`config.mk`:
```
export PLATFORM = sky130hd
export DESIGN_NAME = layer1_weight_sequencer
export DESIGN_NICKNAME = d
export VERILOG_FILES = /design/src/rtl/layer1_weight_sequencer.sv
export SDC_FILE = /design/constraint.sdc
export NUM_CORES = 1
export LEC_CHECK = 0
export BUFFER_PORTS_ARGS = -buffer_cell sky130_fd_sc_hd__buf_2
export CAP_MARGIN = 40
export CELL_PAD_IN_SITES_DETAIL_PLACEMENT = 1
export CELL_PAD_IN_SITES_GLOBAL_PLACEMENT = 2
export CORE_MARGIN = 2
export CORE_UTILIZATION = 36
export CTS_CLUSTER_SIZE = 28
export DETAILED_ROUTE_END_ITERATION = 16
export PLACE_DENSITY_LB_ADDON = 0.1
export SYNTH_ARGS = -nofsm -noshare
export SYNTH_HDL_FRONTEND = slang
export SYNTH_SLANG_ARGS = --single-unit
```
`constraint.sdc`:
```
create_clock -name clk -period 2.88 [get_ports clk]
set_input_delay 0.576 -clock clk [delete_from_list [all_inputs] [get_ports clk]]
set_output_delay 0.576 -clock clk [all_outputs]
set_load 0.005 [all_outputs]
```
`src/rtl/layer1_weight_sequencer.sv`:
```
// layer1_weight_sequencer: owns the layer-1 weight store port; packs word streams into rows (LOAD)
// and streams stored rows to the MAC array over a valid/ready link (SCAN).
module layer1_weight_sequencer #(
    parameter int NODE_COUNT    = 784,
    parameter int ADDR_WIDTH    = 10,
    parameter int WORD_WIDTH    = 8,
    parameter int WORDS_PER_ROW = 16,
    localparam int ROW_WIDTH    = WORDS_PER_ROW * WORD_WIDTH
) (
    input  logic                  clk,
    input  logic                  rst_n,
    input  logic                  loadStart,
    input  logic                  scanStart,
    input  logic                  abort,
    input  logic [WORD_WIDTH-1:0] loadWord,
    input  logic                  loadValid,
    output logic                  loadReady,
    output logic [ROW_WIDTH-1:0]  rowOut,
    output logic [ADDR_WIDTH-1:0] rowIndex,
    output logic                  rowValid,
    input  logic                  rowReady,
    output logic                  busy,
    output logic                  loadDone,
    output logic                  scanDone,
    output logic                  storeWriteEnable,
    output logic [ADDR_WIDTH-1:0] storeNodeSelect,
    output logic [ROW_WIDTH-1:0]  storeWriteIn,
    input  logic [ROW_WIDTH-1:0]  storeReadOut
);
    localparam int WCW = WORDS_PER_ROW > 1 ? $clog2(WORDS_PER_ROW) : 1;
    localparam logic [WCW-1:0] LAST_WORD = WCW'(WORDS_PER_ROW - 1);
    localparam logic [ADDR_WIDTH-1:0] LAST_ROW = ADDR_WIDTH'(NODE_COUNT - 1);

    typedef enum logic [2:0] {IDLE, LOAD_FILL, LOAD_WRITE, SCAN_ADDR, SCAN_OUT} state_t;

    state_t                state, state_d;
    logic [ADDR_WIDTH-1:0] row, row_d;
    logic [WCW-1:0]        word, word_d;
    logic [ROW_WIDTH-1:0]  assembly, assembly_d;
    logic                  accept;
    logic                  load_ready_d, row_valid_d, busy_d, load_done_d, scan_done_d, we_d;
    logic [ADDR_WIDTH-1:0] node_sel_d, row_index_d;
    logic [ROW_WIDTH-1:0]  write_in_d, row_out_d;

    assign accept = loadValid && loadReady;

    always_ff @(posedge clk or negedge rst_n) begin
        if (!rst_n) begin
            state            <= IDLE;
            row              <= '0;
            word             <= '0;
            assembly         <= '0;
            loadReady        <= 1'b0;
            rowValid         <= 1'b0;
            busy             <= 1'b0;
            loadDone         <= 1'b0;
            scanDone         <= 1'b0;
            storeWriteEnable <= 1'b0;
            storeNodeSelect  <= '0;
            storeWriteIn     <= '0;
            rowOut           <= '0;
            rowIndex         <= '0;
        end else begin
            state            <= state_d;
            row              <= row_d;
            word             <= word_d;
            assembly         <= assembly_d;
            loadReady        <= load_ready_d;
            rowValid         <= row_valid_d;
            busy             <= busy_d;
            loadDone         <= load_done_d;
            scanDone         <= scan_done_d;
            storeWriteEnable <= we_d;
            storeNodeSelect  <= node_sel_d;
            storeWriteIn     <= write_in_d;
            rowOut           <= row_out_d;
            rowIndex         <= row_index_d;
        end
    end

    always_comb begin
        state_d    = state;
        row_d      = row;
        word_d     = word;
        assembly_d = assembly;
        if (accept) assembly_d[int'(word)*WORD_WIDTH +: WORD_WIDTH] = loadWord;
        case (state)
            IDLE:
                if (loadStart) begin
                    state_d = LOAD_FILL;
                    row_d   = '0;
                    word_d  = '0;
                end else if (scanStart) begin
                    state_d = SCAN_ADDR;
                    row_d   = '0;
                end
            LOAD_FILL:
                if (accept) begin
                    word_d = word + 1'b1;
                    if (word == LAST_WORD) state_d = LOAD_WRITE;
                end
            LOAD_WRITE:
                if (row == LAST_ROW) state_d = IDLE;
                else begin
                    state_d = LOAD_FILL;
                    row_d   = row + 1'b1;
                    word_d  = '0;
                end
            SCAN_ADDR: state_d = SCAN_OUT;
            SCAN_OUT:
                if (rowReady) begin
                    if (row == LAST_ROW) state_d = IDLE;
                    else begin
                        state_d = SCAN_ADDR;
                        row_d   = row + 1'b1;
                    end
                end
            default: state_d = IDLE;
        endcase
        if (abort && state != IDLE) state_d = IDLE;
    end

    // Outputs are decoded from the next state so every port is a plain register.
    always_comb begin
        load_ready_d = state_d == LOAD_FILL;
        row_valid_d  = state_d == SCAN_OUT;
        busy_d       = state_d != IDLE;
        we_d         = state_d == LOAD_WRITE;
        load_done_d  = state == LOAD_WRITE && state_d == IDLE && !abort;
        scan_done_d  = state == SCAN_OUT && state_d == IDLE && !abort;
        node_sel_d   = (state_d == LOAD_WRITE || state_d == SCAN_ADDR) ? row_d : storeNodeSelect;
        write_in_d   = state_d == LOAD_WRITE ? assembly_d : storeWriteIn;
        row_out_d    = (state == SCAN_ADDR && state_d == SCAN_OUT) ? storeReadOut : rowOut;
        row_index_d  = (state == SCAN_ADDR && state_d == SCAN_OUT) ? row : rowIndex;
    end
endmodule

```
==> metrics.md, run 1 <==
| Metric | Value |
|---|---|
| Status | `complete, but fails checks` |
| Violated checks | `hold timing` |
| CTS root buffer | `clkbuf_16` |
| Drt first pass iters | `4` |
| Area growth, synth to finish | `28.3%` |
| RSZ-0062 raised after global routing | `no` |
| Area leader, netlist | `dfrtp_1` |
| Hold Fails Final Rpt | `8` |
| Finished Layout Cells | `around 2200` |
| Initial Util | `0.367` |
| Fillers | `4700` |
| Post-synth net total | `roughly 1300` |
| Hold slack final | `-17.0 ps` |
| Post-DR wirelength/cell | `21.8 um` |
| PD cells | `958 nW/um2` |
| Post-synth ARST share | `1.00` |
| Setup-failing EPs final | `0` |
| Minimum clock period | `~2700 ps` |
| Core area | `around 46000 um2` |
| CP endpoint kind | `register` |
| Worst vdd ir | `0.000507 V` |
| DR iter-0 viols | `about 430` |
| Vias/cell | `between 4 and 5` |
| Residual DRC | `0` |
| Setup TNS | `0 ps` |
| H-tree depth | `2` |
| Worst Tran Pin Value | `just under 700 ps` |
| # port buffers | `424` |
| Routed Antenna Nets | `0` |
| CTS clk-pin slew, worst paths | `roughly 60 ps` |
| Worst path max stage delay | `~500 ps` |
| Crit share post-route | `0.950` |
| Sink Count | `~430` |
| Leak | `between 10 and 15 nW` |
| Io pins | `between 400 and 500` |
| Max-cap viol count | `0` |
| Largest net degree at the start of global routing | `77` |
| Share of cells above drive strength 1 | `0.508` |
| Cell family contributing the most delay on the critical path | `simple AND/OR/NAND/NOR gates` |
| Post-route clock skew | `~12 ps` |
| Largest cells by area after synthesis | `dfrtp_1 64%, mux2_2 17%, mux2_1 5.5%, mux2i_1 3.4%, inv_1 1.4%` |
| Clock Path Buffers | `3` |
| Most common flop cell mapped by yosys | `dfrtp_1` |
| Routed via count | `10769` |
| Post-synthesis sequential area ratio | `0.639` |
| Number of global-route vias before repair | `~12000` |
| Most frequent cells in the layout | `426 x dfrtp_1, 423 x buf_2, 259 x mux2_2` |
| Total Wirelength | `roughly 48000 um` |
| Crit path DAT | `3190 ps` |
| Final RePlAce weighted congestion | `approximately 0.78` |
| Pins Over Slew Limit | `0` |
| Overflow after GRT | `0` |
| Syn Inst Count | `roughly 1100` |
| Netlist cell types | `58` |
| CTS tree | `yes` |
| Slew headroom | `0.542` |
| Cell with the largest stage delay on the worst path | `or4_4` |
| GRT Util Overall | `0.201` |
| #FFs+latches synth | `427` |
| Most common cell after layout, fill and taps aside | `dfrtp_1` |
| Worst-path fanout max | `28` |
| Post-Synthesis Cell Area | `about 17000 um2` |
| Hpwl dp | `about 35000 um` |
| Syn_area_per_cell | `approximately 15 um2` |
| Achievable clock frequency | `between 300 and 400 MHz` |
| Die height | `~220 um` |
| Global-route wire length before repair | `~73000 um` |
| Top cell type's share of synthesized area | `0.639` |
| Post-synth EDFFs | `0` |
| DP Cell Count | `2130` |
| Chip Width | `220 um` |
| Worst min-delay path category | `in -> async` |
| Startpoint Class | `register` |
| Worst skew pair latency | `a little under 600 ps` |
| Yosys warning count | `0` |
| Die ar. | `48200 um2` |
| Initial antenna violation count | `12` |
| Nets | `1728` |
| Worst Path Required | `3330 ps` |
| WS Path Type | `reg -> reg` |
| Crit path buf inv count | `2` |
| CTS buffer count | `47` |
| CP Cell Sequence | `ha_1 > nand3_1 > or4_4 > a2bb2oi_4 > nor3b_4 > buf_12 > buf_16 > mux2_2` |
| # rows | `between 70 and 80` |
## cell type report
| type | instances | area (um2) | share of cell area |
|---|---|---|---|
| repair buffers | 470 | 2650 | 0.123 |
| inverters | 62 | 233 | 0.0108 |
| clock buffers | 71 | 1410 | 0.0655 |
| well taps | 600 | 751 | 0.0350 |
| multi-input cells | 573 | 5560 | 0.259 |
| flip-flops and latches | 427 | 10700 | 0.498 |
| diodes | 2 | 5.00 | 0.000233 |
| clock inverters | 16 | 178 | 0.00828 |
## worst paths after layout
kind	start	endpoint	slack (ps)	cells past startpoint
hold reg to reg	assembly[0]$_DFF_PN0_	assembly[0]$_DFF_PN0_	460	2
hold / removal	rst_n	storeWriteIn[26]$_DFFE_PN0P_	-20	1
setup reg to reg	row[0]$_DFF_PN0_	storeWriteIn[7]$_DFFE_PN0P_	140	8
max in group asynchronous	rst_n	assembly[73]$_DFF_PN0_	1970	2
setup / recovery	row[0]$_DFF_PN0_	storeWriteIn[7]$_DFFE_PN0P_	140	8
min in group clk	storeReadOut[58]	rowOut[58]$_DFFE_PN0P_	220	2
## state kept, by name, summed over array words and instances, names as in the netlist
| register | count |
|---|---|
| rowValid | 1 |
| storeWriteEnable | 1 |
| rowIndex | 10 |
| busy | 1 |
| row | 10 |
| word | 4 |
| loadReady | 1 |
| scanDone | 1 |
| storeWriteIn | 128 |
| state | 3 |
| storeNodeSelect | 10 |
| loadDone | 1 |
| assembly | 128 |
| rowOut | 128 |
## power breakdown
part | internal (mW) | switching, mW | total (mW)
logic | 2.78 | 2.64 | 5.42
clock network | 3.65 | 2.48 | 6.12
registers | 8.02 | 1.01 | 9.03
total | 14.4 | 6.13 | 20.6
## cell usage after synthesis, drive strengths merged, types with 2 or more instances
cell type  count
dfrtp        427
mux2         340
inv           62
mux2i         57
nand2         37
clkbuf        29
buf           19
and2          14
nand3         14
nor2          12
a21oi         11
o21ai         11
nor3           8
and3           5
a21o           4
ha             4
nand2b         4
nand4          4
nand3b         3
nor2b          3
nor3b          3
nor4           3
o31ai          3
or4b           3
a2bb2oi        2
a311oi         2
and3b          2
nand4bb        2
or4            2
xnor2          2
xor2           2
## kinds of logic (layout without fill, tap and decap cells)
kind of cell	after synthesis	in the layout	synth area share
fa+ha+maj	4	4	0.00299
compound gates	45	45	0.0206
simple gates	123	123	0.0423
other cells	0	2	0
flops	427	427	0.639
mux	397	397	0.263
buf+inv	110	619	0.0300
xor+xnor	4	4	0.00210
## per-stage QoR
stage	setup slack [ps]	hold slack [ps]	instance area, um2	utilization	total power, mW
2_1_floorplan	317	280	16700	-	11.6
3_3_place_gp	160	454	19800	0.435	14.5
6_report	144	-17.0	21500	0.471	20.6
3_5_place_dp	78.2	451	19800	0.435	14.6
4_1_cts	60.0	14.2	21400	0.470	20.9
5_1_grt	1.22	10.1	21500	0.471	21.9
## what timing repair did
item,in CTS,in global routing
hold buffers,0,0
resized for setup,0,6
buffers inserted,0,1
endpoints found under the setup margin,0,42
## layer usage
layer | up-vias | global-route usage | part of all wire
met5 | - | 0 | 0.0023
met3 | 79 | 0.0749 | 0.079
met1 | 5564 | 0.248 | 0.40
li1 | 4816 | - | -
met4 | 18 | 0.0437 | 0.017
met2 | 292 | 0.334 | 0.50
Note: power is estimated with default switching activity, not from simulation.
==> inputs of run 2 (changes only) <==
--- a/config.mk
+++ b/config.mk
@@ -13,7 +13,9 @@
 export CORE_UTILIZATION = 36
 export CTS_CLUSTER_SIZE = 28
 export DETAILED_ROUTE_END_ITERATION = 16
+export HOLD_SLACK_MARGIN = 0.15
 export PLACE_DENSITY_LB_ADDON = 0.1
+export SLEW_MARGIN = 20
 export SYNTH_ARGS = -nofsm -noshare
 export SYNTH_HDL_FRONTEND = slang
 export SYNTH_SLANG_ARGS = --single-unit
==> run 2 against run 1 <==
Compared with the run above: the run now ends clean; sequential power hardly changed; wire length hardly changed; global-route usage stayed put; cell count hardly changed; final area hardly changed; count of clock-buffer cells in the layout stayed put; largest cell class unchanged; largest power group unchanged.
==> metrics.md, run 2 (synthesized netlist as in run 1, its figures left out) <==
| Metric | Value |
|---|---|
| Worst Hold Launch | `storeReadOut[58]` |
| Worst min-delay path category | `in -> reg` |
| Total Wirelength | `between 40000 and 50000 um` |
| Io pins | `425` |
| Overflow after GRT | `0` |
| Setup-failing EPs final | `0` |
| PD cells | `between 900 and 1000 nW/um2` |
| Die height | `220 um` |
| Achievable clock frequency | `365 MHz` |
| Slew headroom | `0.544` |
| Worst path max stage delay | `approximately 500 ps` |
| Routed Antenna Nets | `0` |
| Minimum clock period | `2740 ps` |
| # rows | `78` |
| Number of global-route vias before repair | `around 12000` |
| CTS tree | `yes` |
| DP Cell Count | `between 2000 and 2500` |
| CTS root buffer | `clkbuf_16` |
| Metal-1 WL | `a little under 20000 um` |
| Cells on worst reg2reg path | `8` |
| Most common cell after layout, fill and taps aside | `dfrtp_1` |
| CTS clk-pin slew, worst paths | `approximately 60 ps` |
| Die ar. | `48200 um2` |
| Worst Tran Pin Value | `684 ps` |
| Initial Util | `0.367` |
| Cell with the largest stage delay on the worst path | `or4_4` |
| Post-DR wirelength/cell | `between 20 and 25 um` |
| Setup TNS | `0 ps` |
| Post-route clock skew | `between 10 and 15 ps` |
| Area growth, synth to finish | `28.4%` |
| Hpwl dp | `roughly 35000 um` |
| Met3 wire len | `~3900 um` |
| Top Layer Used | `met5` |
| Largest net degree at the start of global routing | `slightly below 80` |
| Sink Count | `427` |
| Most frequent cells in the layout | `426 x dfrtp_1, 423 x buf_2, 259 x mux2_2` |
| RSZ-0062 raised after global routing | `no` |
| Clock Path Buffers | `3` |
| DR iter-0 viols | `between 400 and 500` |
| Worst Path Required | `3330 ps` |
| Crit share post-route | `0.950` |
| Routed via count | `10775` |
| H-tree depth | `2` |
| Worst hold stages | `2` |
| Leak | `11.6 nW` |
| Crit path DAT | `3190 ps` |
| WS Path Type | `reg -> reg` |
| Status | `completed` |
| R2R setup slack | `between 100 and 150 ps` |
| Residual DRC | `0` |
| Nets | `1729` |
| Hold Fails Final Rpt | `0` |
| Chip Width | `between 200 and 250 um` |
| Worst vdd ir | `roughly 0.00051 V` |
| Core area | `around 46000 um2` |
| CP Cell Sequence | `ha_1 > nand3_1 > or4_4 > a2bb2oi_4 > nor3b_4 > buf_12 > buf_16 > mux2_2` |
| Worst skew pair latency | `580 ps` |
| Vias/cell | `about 4.8` |
| Startpoint Class | `register` |
| CP endpoint kind | `register` |
| Drt first pass iters | `4` |
| Pins Over Slew Limit | `0` |
| # port buffers | `between 400 and 500` |
| RR Startpoint | `row[0]$_DFF_PN0_` |
| Initial antenna violation count | `12` |
| Routed wl met2 | `between 20000 and 25000 um` |
| FF-to-FF End | `storeWriteIn[7]$_DFFE_PN0P_` |
| GRT Util Overall | `0.201` |
| Max-cap viol count | `0` |
| Finished Layout Cells | `between 2000 and 2500` |
| Share of cells above drive strength 1 | `0.508` |
| Top Registers | `assembly (128), rowOut (128), storeWriteIn (128)` |
| CTS buffer count | `47` |
| Final RePlAce weighted congestion | `approximately 0.78` |
| Hold path endpoint | `rowOut[58]$_DFFE_PN0P_` |
| Global-route wire length before repair | `between 70000 and 80000 um` |
| Worst-path fanout max | `28` |
run 2: changes by cell type in the layout (fill, tap and decap cells not counted), sizes merged:
| cell | delta |
|---|---|
| dlygate4sd3 | +1 |
run 2: worst max-delay path: cells and delay by family (launching register included):
| kind | cells | cell delay (ps) |
|---|---|---|
| multiplexers | 1 | 360 |
| AND/OR/NAND/NOR | 3 | 930 |
| flip-flops | 1 | 390 |
| adder cells (fa/ha/maj) | 1 | 270 |
| AO/OA/AOI/OAI | 1 | 180 |
| buffers and inverters | 2 | 450 |
run 2: how the worst max path moves through the flow:
stage | from | end | slack, ps | depth (start not counted)
after floorplan | word[2]$_DFFE_PN0P_ | storeWriteIn[80]$_DFFE_PN0P_ | 320 | 8
after global placement | row[0]$_DFF_PN0_ | storeWriteIn[71]$_DFFE_PN0P_ | 160 | 8
after detailed placement | row[0]$_DFF_PN0_ | storeWriteIn[64]$_DFFE_PN0P_ | 80 | 8
after CTS | row[0]$_DFF_PN0_ | storeWriteIn[64]$_DFFE_PN0P_ | 60 | 8
after global routing | row[0]$_DFF_PN0_ | storeWriteIn[7]$_DFFE_PN0P_ | 1 | 8
final | row[0]$_DFF_PN0_ | storeWriteIn[7]$_DFFE_PN0P_ | 140 | 8
run 2: stage by stage:
step	power [mW]	area, um2	utilization	setup slack (ps)	hold WS (ps)
2_1_floorplan	11.6	16700	-	317	280
3_3_place_gp	14.5	19800	0.435	160	454
3_5_place_dp	14.6	19800	0.435	78.2	451
4_1_cts	20.9	21400	0.470	60.0	184
5_1_grt	21.9	21500	0.471	1.22	196
6_report	20.6	21500	0.471	144	219
run 2: metal layers:
layer,GRT usage,vias up
met1,0.248,5568
met3,0.0749,80
met2,0.334,292
li1,-,4817
met5,0,-
met4,0.0437,18
run 2: cell type report:
class | count | area (um2)
diodes | 2 | 5.00
multi-input cells | 573 | 5560
fillers | 4699 | 24100
clock inverters | 16 | 178
well taps | 600 | 751
clock buffers | 71 | 1410
flip-flops and latches | 427 | 10700
repair buffers | 471 | 2660
inverters | 62 | 233
run 2: repair_timing:
item                       4_1_cts  5_1_grt
hold endpoints to repair        63        0
hold buffers                     1        0
gates resized for setup          0        6
buffers inserted                 0        1
setup endpoints to repair        0       42
run 2: power breakdown:
part,switching (mW),leakage [nW],total (mW),internal [mW]
registers,1.01,5.67,9.03,8.02
clock network,2.48,0.776,6.12,3.65
logic,2.64,5.17,5.42,2.78
